File: src/rtl/vga_capture.sv
// Receive side of the VGA raster link: timing tracking, lock FSM and per-pixel write strobes.
// Optional VGA_CAPTURE_STATS_EN adds measured period outputs and a locked-frame counter.
module vga_capture #(
  parameter int unsigned H_RES       = 640,
  parameter int unsigned V_RES       = 480,
  parameter int unsigned H_TOTAL     = 800,
  parameter int unsigned V_TOTAL     = 525,
  parameter int unsigned LOCK_FRAMES = 2
) (
  input  logic        clock,
  input  logic        reset,
  input  logic        h_sync,
  input  logic        v_sync,
  input  logic        de,
  input  logic [7:0]  red,
  input  logic [7:0]  green,
  input  logic [7:0]  blue,
  output logic        pix_valid,
  output logic [9:0]  pix_x,
  output logic [9:0]  pix_y,
  output logic [23:0] pix_rgb,
  output logic        frame_start,
  output logic        locked,
  output logic        timing_err,
  output logic        overflow
`ifdef VGA_CAPTURE_STATS_EN
  ,
  output logic [9:0]  meas_h_total,
  output logic [9:0]  meas_v_total,
  output logic [15:0] frame_count
`endif
);

  localparam logic [9:0]  H_RES_W   = 10'(H_RES);
  localparam logic [9:0]  V_RES_W   = 10'(V_RES);
  localparam logic [10:0] H_TOTAL_W = 11'(H_TOTAL);
  localparam logic [9:0]  V_TOTAL_W = 10'(V_TOTAL);
  localparam logic [3:0]  LOCK_W    = 4'(LOCK_FRAMES);

  typedef enum logic [1:0] {SEARCH, MEASURE, LOCKED} state_t;

  state_t      state;
  logic        hs1, hs2, vs1, vs2, de1;
  logic [23:0] rgb1;
  logic [9:0]  hcnt, vcnt, x, y;
  logic [3:0]  good;

  logic        h_fall, v_fall, h_bad, v_bad, mismatch, in_range, write;
  logic [9:0]  x_cur, y_cur;
  logic [3:0]  good_next;

  // x_cur/y_cur are the coordinates of the pixel sampled this cycle, after any sync edge in the
  // same cycle has been applied (v edge wins over h edge, so a coincident h edge starts line 0).
  always_comb begin
    h_fall    = hs2 & ~hs1;
    v_fall    = vs2 & ~vs1;
    x_cur     = h_fall ? '0 : x;
    y_cur     = y;
    if (v_fall)
      y_cur = '0;
    else if (h_fall && (x != '0) && (y < V_RES_W))
      y_cur = y + 10'd1;
    in_range  = (x_cur < H_RES_W) && (y_cur < V_RES_W);
    write     = (state == LOCKED) && de1 && in_range;
    h_bad     = h_fall && (({1'b0, hcnt} + 11'd1) != H_TOTAL_W);
    v_bad     = v_fall && (vcnt != V_TOTAL_W);
    mismatch  = (state != SEARCH) && (h_bad || v_bad);
    good_next = good + 4'd1;
  end

  always_ff @(posedge clock) begin
    if (reset) begin
      state       <= SEARCH;
      hs1         <= 1'b1;
      hs2         <= 1'b1;
      vs1         <= 1'b1;
      vs2         <= 1'b1;
      de1         <= 1'b0;
      rgb1        <= '0;
      hcnt        <= '0;
      vcnt        <= '0;
      x           <= '0;
      y           <= '0;
      good        <= '0;
      pix_valid   <= 1'b0;
      pix_x       <= '0;
      pix_y       <= '0;
      pix_rgb     <= '0;
      frame_start <= 1'b0;
      locked      <= 1'b0;
      timing_err  <= 1'b0;
      overflow    <= 1'b0;
`ifdef VGA_CAPTURE_STATS_EN
      meas_h_total <= '0;
      meas_v_total <= '0;
      frame_count  <= '0;
`endif
    end else begin
      hs1  <= h_sync;
      hs2  <= hs1;
      vs1  <= v_sync;
      vs2  <= vs1;
      de1  <= de;
      rgb1 <= {red, green, blue};

      hcnt <= h_fall ? '0 : ((hcnt == '1) ? hcnt : hcnt + 10'd1);
      if (v_fall)
        vcnt <= h_fall ? 10'd1 : 10'd0;
      else if (h_fall && (vcnt != '1))
        vcnt <= vcnt + 10'd1;

      x <= (de1 && (x_cur < H_RES_W)) ? x_cur + 10'd1 : x_cur;
      y <= y_cur;

      pix_valid <= write;
      if (write) begin
        pix_x   <= x_cur;
        pix_y   <= y_cur;
        pix_rgb <= rgb1;
      end
      if (de1 && !in_range)
        overflow <= 1'b1;

      frame_start <= v_fall;
      timing_err  <= mismatch;

      if (mismatch) begin
        state  <= SEARCH;
        good   <= '0;
        locked <= 1'b0;
      end else if (v_fall) begin
        case (state)
          SEARCH: begin
            good <= 4'd1;
            if (LOCK_W <= 4'd1) begin
              state  <= LOCKED;
              locked <= 1'b1;
            end else begin
              state <= MEASURE;
            end
          end
          MEASURE: begin
            good <= good_next;
            if (good_next >= LOCK_W) begin
              state  <= LOCKED;
              locked <= 1'b1;
            end
          end
          default: ;
        endcase
      end

`ifdef VGA_CAPTURE_STATS_EN
      if (h_fall)
        meas_h_total <= (hcnt == '1) ? hcnt : hcnt + 10'd1;
      if (v_fall)
        meas_v_total <= vcnt;
      if (v_fall && (state == LOCKED))
        frame_count <= frame_count + 16'd1;
`endif
    end
  end

endmodule

File: config.mk
export PLATFORM = sky130hd
export DESIGN_NAME = vga_capture
export DESIGN_NICKNAME = d
export VERILOG_FILES = /design/src/rtl/vga_capture.sv
export SDC_FILE = /design/constraint.sdc
export NUM_CORES = 1
export LEC_CHECK = 0
export CAP_MARGIN = 0
export CORE_MARGIN = 1.5
export CORE_UTILIZATION = 57
export CTS_CLUSTER_SIZE = 40
export DETAILED_ROUTE_END_ITERATION = 16
export MAX_ROUTING_LAYER = met4
export PLACE_DENSITY = 0.84
export SLEW_MARGIN = 0
export SYNTH_ARGS = -nofsm -noshare
export SYNTH_HDL_FRONTEND = slang
export SYNTH_SLANG_ARGS = --single-unit
File: constraint.sdc
create_clock -name clock -period 4.8 [get_ports clock]
set_input_delay 1.44 -clock clock [delete_from_list [all_inputs] [get_ports clock]]
set_output_delay 1.44 -clock clock [all_outputs]
set_load 0.1 [all_outputs]
==> results of run 1 <==
[worst paths after layout]
check	start	to	slack, ns	cells after the start
worst min register to register	rgb1[6]	pix_rgb[6]	0.44	2
worst max register to register	x[7]	pix_rgb[7]	1.64	7
worst max-delay path	pix_rgb[4]	pix_rgb[4]	1.32	1
worst min-delay path	rgb1[6]	pix_rgb[6]	0.44	2
[synthesized netlist by cell type, drive strengths merged, types with 3 or more instances]
cell type	instances
nand4	7
nand2b	14
nor3b	5
buf	8
and4	4
or3	6
o21ai	42
and2	3
clkbuf	23
nor2	45
or2	5
nor4	4
ha	7
dfxtp	124
mux2	8
inv	10
mux2i	9
nor3	7
nor2b	37
xor2	7
a31oi	3
xnor2	16
o2111ai	3
nand3	38
and3	7
nand2	31
or4	3
a21oi	48
[where the power goes]
group | internal, mW | switching [mW]
registers | 1.05 | 0.0105
clock network | 0.874 | 0.475
logic | 0.0416 | 0.0527
total | 1.96 | 0.538
[flip-flops by register name, summed over array words and instances, names as in the netlist, 2 cells and up]
register  flops
hcnt         10
good          4
y            10
pix_rgb      24
pix_y        10
x            10
pix_x        10
rgb1         24
vcnt         10
state         2
[area by class of cell]
| cell class | instances | area [um2] | area share [%] |
|---|---|---|---|
| clock buffers | 19 | 442 | 6.89 |
| clock inverters | 13 | 189 | 2.95 |
| inverters | 10 | 37.5 | 0.585 |
| multi-input cells | 382 | 2340 | 36.5 |
| flip-flops and latches | 124 | 2480 | 38.7 |
| well taps | 108 | 135 | 2.11 |
| repair buffers | 80 | 788 | 12.3 |
[metal layers]
metal	track usage (%)	wire, um	share of wire, %	vias up
li1	-	-	-	2048
met1	33.2	5120	43	2086
met2	42.8	6010	50	159
met3	6.94	641	5.4	21
met4	9.70	164	1.4	0
met5	-	0	0	-
[cells by family (layout without fill, tap and decap cells)]
kind of cell	Yosys count	count (layout)	share of synthesized area (%)
DFF	124	124	49.6
and+or+nand+nor	222	222	24.3
muxes	17	17	3.60
xor gates and xnor gates	23	23	4.02
buffers and inverters	41	122	3.75
AOI/OAI and AO/OA	113	113	13.0
adders and majority gates	7	7	1.75
[metrics by stage]
stage               std cells  setup slack, ns
floorplan                 547             2.43
global placement          704             1.62
detailed placement        704             1.58
CTS                       736             1.29
global route              736             1.27
finish                    736             1.32
==> results.yml, run 1 <==
global_routing:
  grt_pass1_vias: 4262
  grt_pass1_wl_um: 20000
  antenna_found_initial: 0
  grtUsageTotal_pct: 26.9
  grt_max_degree: 59
  grt-ovfl-total: 0
synthesis:
  synth_cell_types: 55
  syn_area_mm2: 0.00501
  synth_top_area_share_pct: 49.6
  ys_top_cells_by_area: "dfxtp_1 50%, a21oi_1 4.8%, nor2b_1 4.6%"
  synth_cells: 547
  syn_nets: 583
  ys_seq_area_share_pct: 49.6
  yosysWarnings: 0
  synthArstFlopShare_pct: 0
  synth-edff-count: 0
  synth_largest_area_cell: "dfxtp_1"
  ys_seq_elements: 124
  syn_area_per_cell_um2: 9.15
  synthFlopType: "dfxtp_1"
sta:
  tns_ns: 0
  min_period_ns: 3.49
  slew_viol_final: 0
  max_freq_mhz: 287
  rsz0062_at_grt: "no"
  slew-limit-headroom_pct: 22.0
  hold_slack_ns: 0.444
  final-hold-violation-count: 0
  skew_ns: 0.00747
  finalSetupViolCount: 0
  worst-slew-pin-transition_ns: 1.17
  fin_crit_sh_pct: 72.6
floorplanning:
  fp.dieW_um: 96.7
  die-height_um: 96.7
  rows: 34
  ios: 78
  core_mm2: 0.00864
  start_util_pct: 58.0
  die_area_mm2: 0.00936
drt:
  viasPerCell: 5.86
  vias: 4314
  ant_nets: 0
  wl_um: 11900
  wl_per_cell_um: 16.2
  dr.pass1.iters: 8
  first_iter_violations: 295
  drc: 0
clocking:
  cts_tree: "yes"
  cts_buffers: 17
  cts_setup_buffers: 0
  clockBufferDepth: 2
  clk_latency_ns: 0.53
  cts-hold-fix-buffers: 0
  ctsResizeCount: 0
  cts_sinks: 124
  clk_pin_slew_ns: 0.06
  clock-root-buffer: "clkbuf_8"
  cts_max_level: 4
place:
  dp_hpwl_um: 7310
  dpl_cell_area_mm2: 0.00578
  port_buffers: 77
  gp_congestion: 0.839
final_layout:
  areaGrowthSynthToFinish_pct: 28.0
  fin_util_pct: 74.2
  fillers: 588
  final_cell_mix: "124 x dfxtp_1, 76 x clkdlybuf4s50_1, 48 x a21oi_1"
  diodes: 0
  fin_nets: 651
  layout_commonest_cell: "dfxtp_1"
  design_area_mm2: 0.00641
  drive_above_1_share_pct: 9.24
pwr:
  total_power_mw: 2.50
  power_density_mw_per_mm2: 390
  leakage_nw: 2.26
  ir_worst_vdd_uv: 293
hold_path:
  hp-class: "register to register"
outcome:
  outcome: "finished, final reports clean"
critical_path:
  path_class: "register to output pin"
  crit_slowest_cell: "clkdlybuf4s50_1"
  crit_chain: "clkdlybuf4s50_1"
  critPathMaxFanout: 2
  cpPeakStageDelay_ns: 1.15
  critical_path_arrival_ns: 2.05
  required_ns: 3.36
  path_buf_inv: 1
  path_delay_family: "buffers and inverters"
  worstSetupStartpointType: "register"
  crit_path_end_kind: "output pin"
run:
  cap_viol_max_count: 0
No activity file was read; power rests on OpenSTA's default activity.
==> run 2, diff against run 1 <==
--- a/config.mk
+++ b/config.mk
@@ -7,11 +7,11 @@
 export LEC_CHECK = 0
 export CAP_MARGIN = 0
 export CORE_MARGIN = 1.5
-export CORE_UTILIZATION = 57
+export CORE_UTILIZATION = 48
 export CTS_CLUSTER_SIZE = 40
 export DETAILED_ROUTE_END_ITERATION = 16
 export MAX_ROUTING_LAYER = met4
-export PLACE_DENSITY = 0.84
+export PLACE_DENSITY = 0.75
 export SLEW_MARGIN = 0
 export SYNTH_ARGS = -nofsm -noshare
 export SYNTH_HDL_FRONTEND = slang
==> constraint.sdc (replaced) <==
create_clock -name clock -period 2.95 [get_ports clock]
set_input_delay 0.885 -clock clock [delete_from_list [all_inputs] [get_ports clock]]
set_output_delay 0.885 -clock clock [all_outputs]
set_load 0.1 [all_outputs]
==> run 2 against run 1 <==
  * Critical path depth increased by 6
  * Global-route usage decreased by 5.6 points
  * Power increased by 61%
  * Worst setup slack got worse by 0.95 ns
  * Final area decreased by 0.72%
  * Critical path type is now register to register
==> results.yml, run 2 (synthesis gave the netlist of run 1 again) <==
outcome:
  outcome: "finished, final reports clean"
hold_path:
  hp-class: "register to register"
critical_path:
  path_delay_family: "compound AO/OA/AOI/OAI gates"
  r2r_end: "pix_x[0]"
  worstSetupPathDepth: 7
  cp-startpoint: "y[5]"
  r2r_slack_ns: 0.36
  required_ns: 3.39
  crit_path_end_kind: "register"
  rr_worst_depth: 7
  path_buf_inv: 1
  timing.rr.start: "y[5]"
  path_class: "register to register"
  endpoint: "pix_x[0]"
  crit_chain: "and3_1, a211o_1, a2111oi_1, o2111a_2, buf_4, o21ai_0, a21oi_1"
  critical_path_arrival_ns: 3.03
  cpPeakStageDelay_ns: 0.54
  crit_slowest_cell: "a2111oi_1"
  worstSetupStartpointType: "register"
  critPathMaxFanout: 28
final_layout:
  fin_nets: 656
  fillers: 821
  largest_registers: "pix_rgb: 24 flops, rgb1: 24 flops"
  final-instance-count-excl-fill: 768
  final_cell_mix: "124 x dfxtp_1, 56 x buf_4, 48 x a21oi_1"
  layout_commonest_cell: "dfxtp_1"
  regArea_mm2: 0.00248
  areaGrowthSynthToFinish_pct: 27.1
  drive_above_1_share_pct: 17.6
  design_area_mm2: 0.00636
  diodes: 0
  multi_input_area_mm2: 0.00234
sta:
  slew-limit-headroom_pct: 47.9
  rsz0062_at_grt: "no"
  final-hold-violation-count: 0
  min_period_ns: 2.59
  max_freq_mhz: 387
  finalSetupViolCount: 0
  slew_viol_final: 0
  skew_ns: 0.00621
  worst-slew-pin-transition_ns: 0.782
  tns_ns: 0
  fin_crit_sh_pct: 87.6
global_routing:
  grt_max_degree: 88
  grt_pass1_wl_um: 18300
  met1_usage_pct: 25.6
  busiest_layer: "met2"
  use_met2_pct: 34.4
  grt_pass1_vias: 3933
  grtUsageTotal_pct: 21.4
  grt-ovfl-total: 0
  grt_use_met3_pct: 4.93
  antenna_found_initial: 0
clocking:
  ctsResizeCount: 0
  clk_pin_slew_ns: 0.06
  clock-root-buffer: "clkbuf_8"
  cts_setup_buffers: 0
  cts_buffers: 17
  cts-hold-fix-buffers: 0
  cts_tree: "yes"
  cts_sinks: 124
  clockBufferDepth: 2
  clk_latency_ns: 0.51
  cts_max_level: 4
run:
  cap_viol_max_count: 0
floorplanning:
  die-height_um: 105
  fp.dieW_um: 105
  rows: 37
  die_area_mm2: 0.0111
  ios: 78
  core_mm2: 0.0102
  start_util_pct: 48.9
pwr:
  ir_worst_vdd_uv: 479
  power_density_mw_per_mm2: 635
  total_power_mw: 4.04
  leakage_nw: 2.38
place:
  dpl_cell_area_mm2: 0.00574
  gp_congestion: 0.867
  dp.cells: 737
  dp_hpwl_um: 7230
  port_buffers: 77
drt:
  drc: 0
  first_iter_violations: 245
  wl_per_cell_um: 14.4
  dr.pass1.iters: 5
  wl_um: 11100
  vias: 4140
  viasPerCell: 5.39
  ant_nets: 0
[run 2: changes by cell type in the layout (fill, tap and decap cells not counted), moves of 2 or more]
cell,change
buf_4,+53
clkdlybuf4s50_1,-49
clkinv_4,-2
inv_6,-2
[run 2: worst min-delay path by stage]
stage,to,slack (ns),depth (start not counted),start
3_5_place_dp,pix_rgb[8],0.44,2,rgb1[8]
4_1_cts,pix_rgb[17],0.45,2,rgb1[17]
3_3_place_gp,pix_rgb[17],0.43,2,rgb1[17]
5_1_grt,pix_rgb[21],0.45,2,rgb1[21]
6_report,pix_rgb[16],0.45,2,rgb1[16]
2_1_floorplan,frame_start,0.43,2,vs2
[run 2: area by class of cell]
type | count | area share, %
clock inverter | 11 | 2.61
tap | 136 | 2.67
sequential | 124 | 39.0
multi-input combinational | 382 | 36.7
timing repair buffer | 85 | 11.2
clock buffer | 20 | 7.16
inverter | 10 | 0.590
[run 2: worst register-to-register path: cells and delay by family, from the launching register on]
family	cells	cell delay [ns]
flops	1	0.37
compound gates	5	1.63
simple gates	1	0.22
buf+inv	1	0.30
[run 2: report_power, final]
| group | total (mW) | switching, mW | internal (mW) |
|---|---|---|---|
| clock network | 2.16 | 0.730 | 1.43 |
| registers | 1.72 | 0.0168 | 1.71 |
| logic | 0.157 | 0.0847 | 0.0725 |
| total | 4.04 | 0.832 | 3.21 |
[run 2: stage by stage]
stage               util [%]  worst slack, ns  hold slack (ns)
finish                  62.2            0.365            0.445
global route            62.2            0.170            0.450
CTS                     62.2            0.370            0.450
detailed placement      56.1            0.417            0.438
global placement        56.1            0.481            0.431
floorplan                  -            0.638            0.429
[run 2: per-layer routing]
layer | wire length (um) | vias to the layer above
met3 | 525 | 15
met2 | 5380 | 115
met1 | 4980 | 1962
met5 | 0 | -
met4 | 206 | 0
li1 | - | 2048
==> run 3, diff against run 2 <==
--- a/config.mk
+++ b/config.mk
@@ -8,7 +8,7 @@
 export CAP_MARGIN = 0
 export CORE_MARGIN = 1.5
 export CORE_UTILIZATION = 48
-export CTS_CLUSTER_SIZE = 40
+export CTS_CLUSTER_SIZE = 16
 export DETAILED_ROUTE_END_ITERATION = 16
 export MAX_ROUTING_LAYER = met4
 export PLACE_DENSITY = 0.75
==> results of run 3 <==
The final DEF is identical to that of run 2; final timing and power are the same.
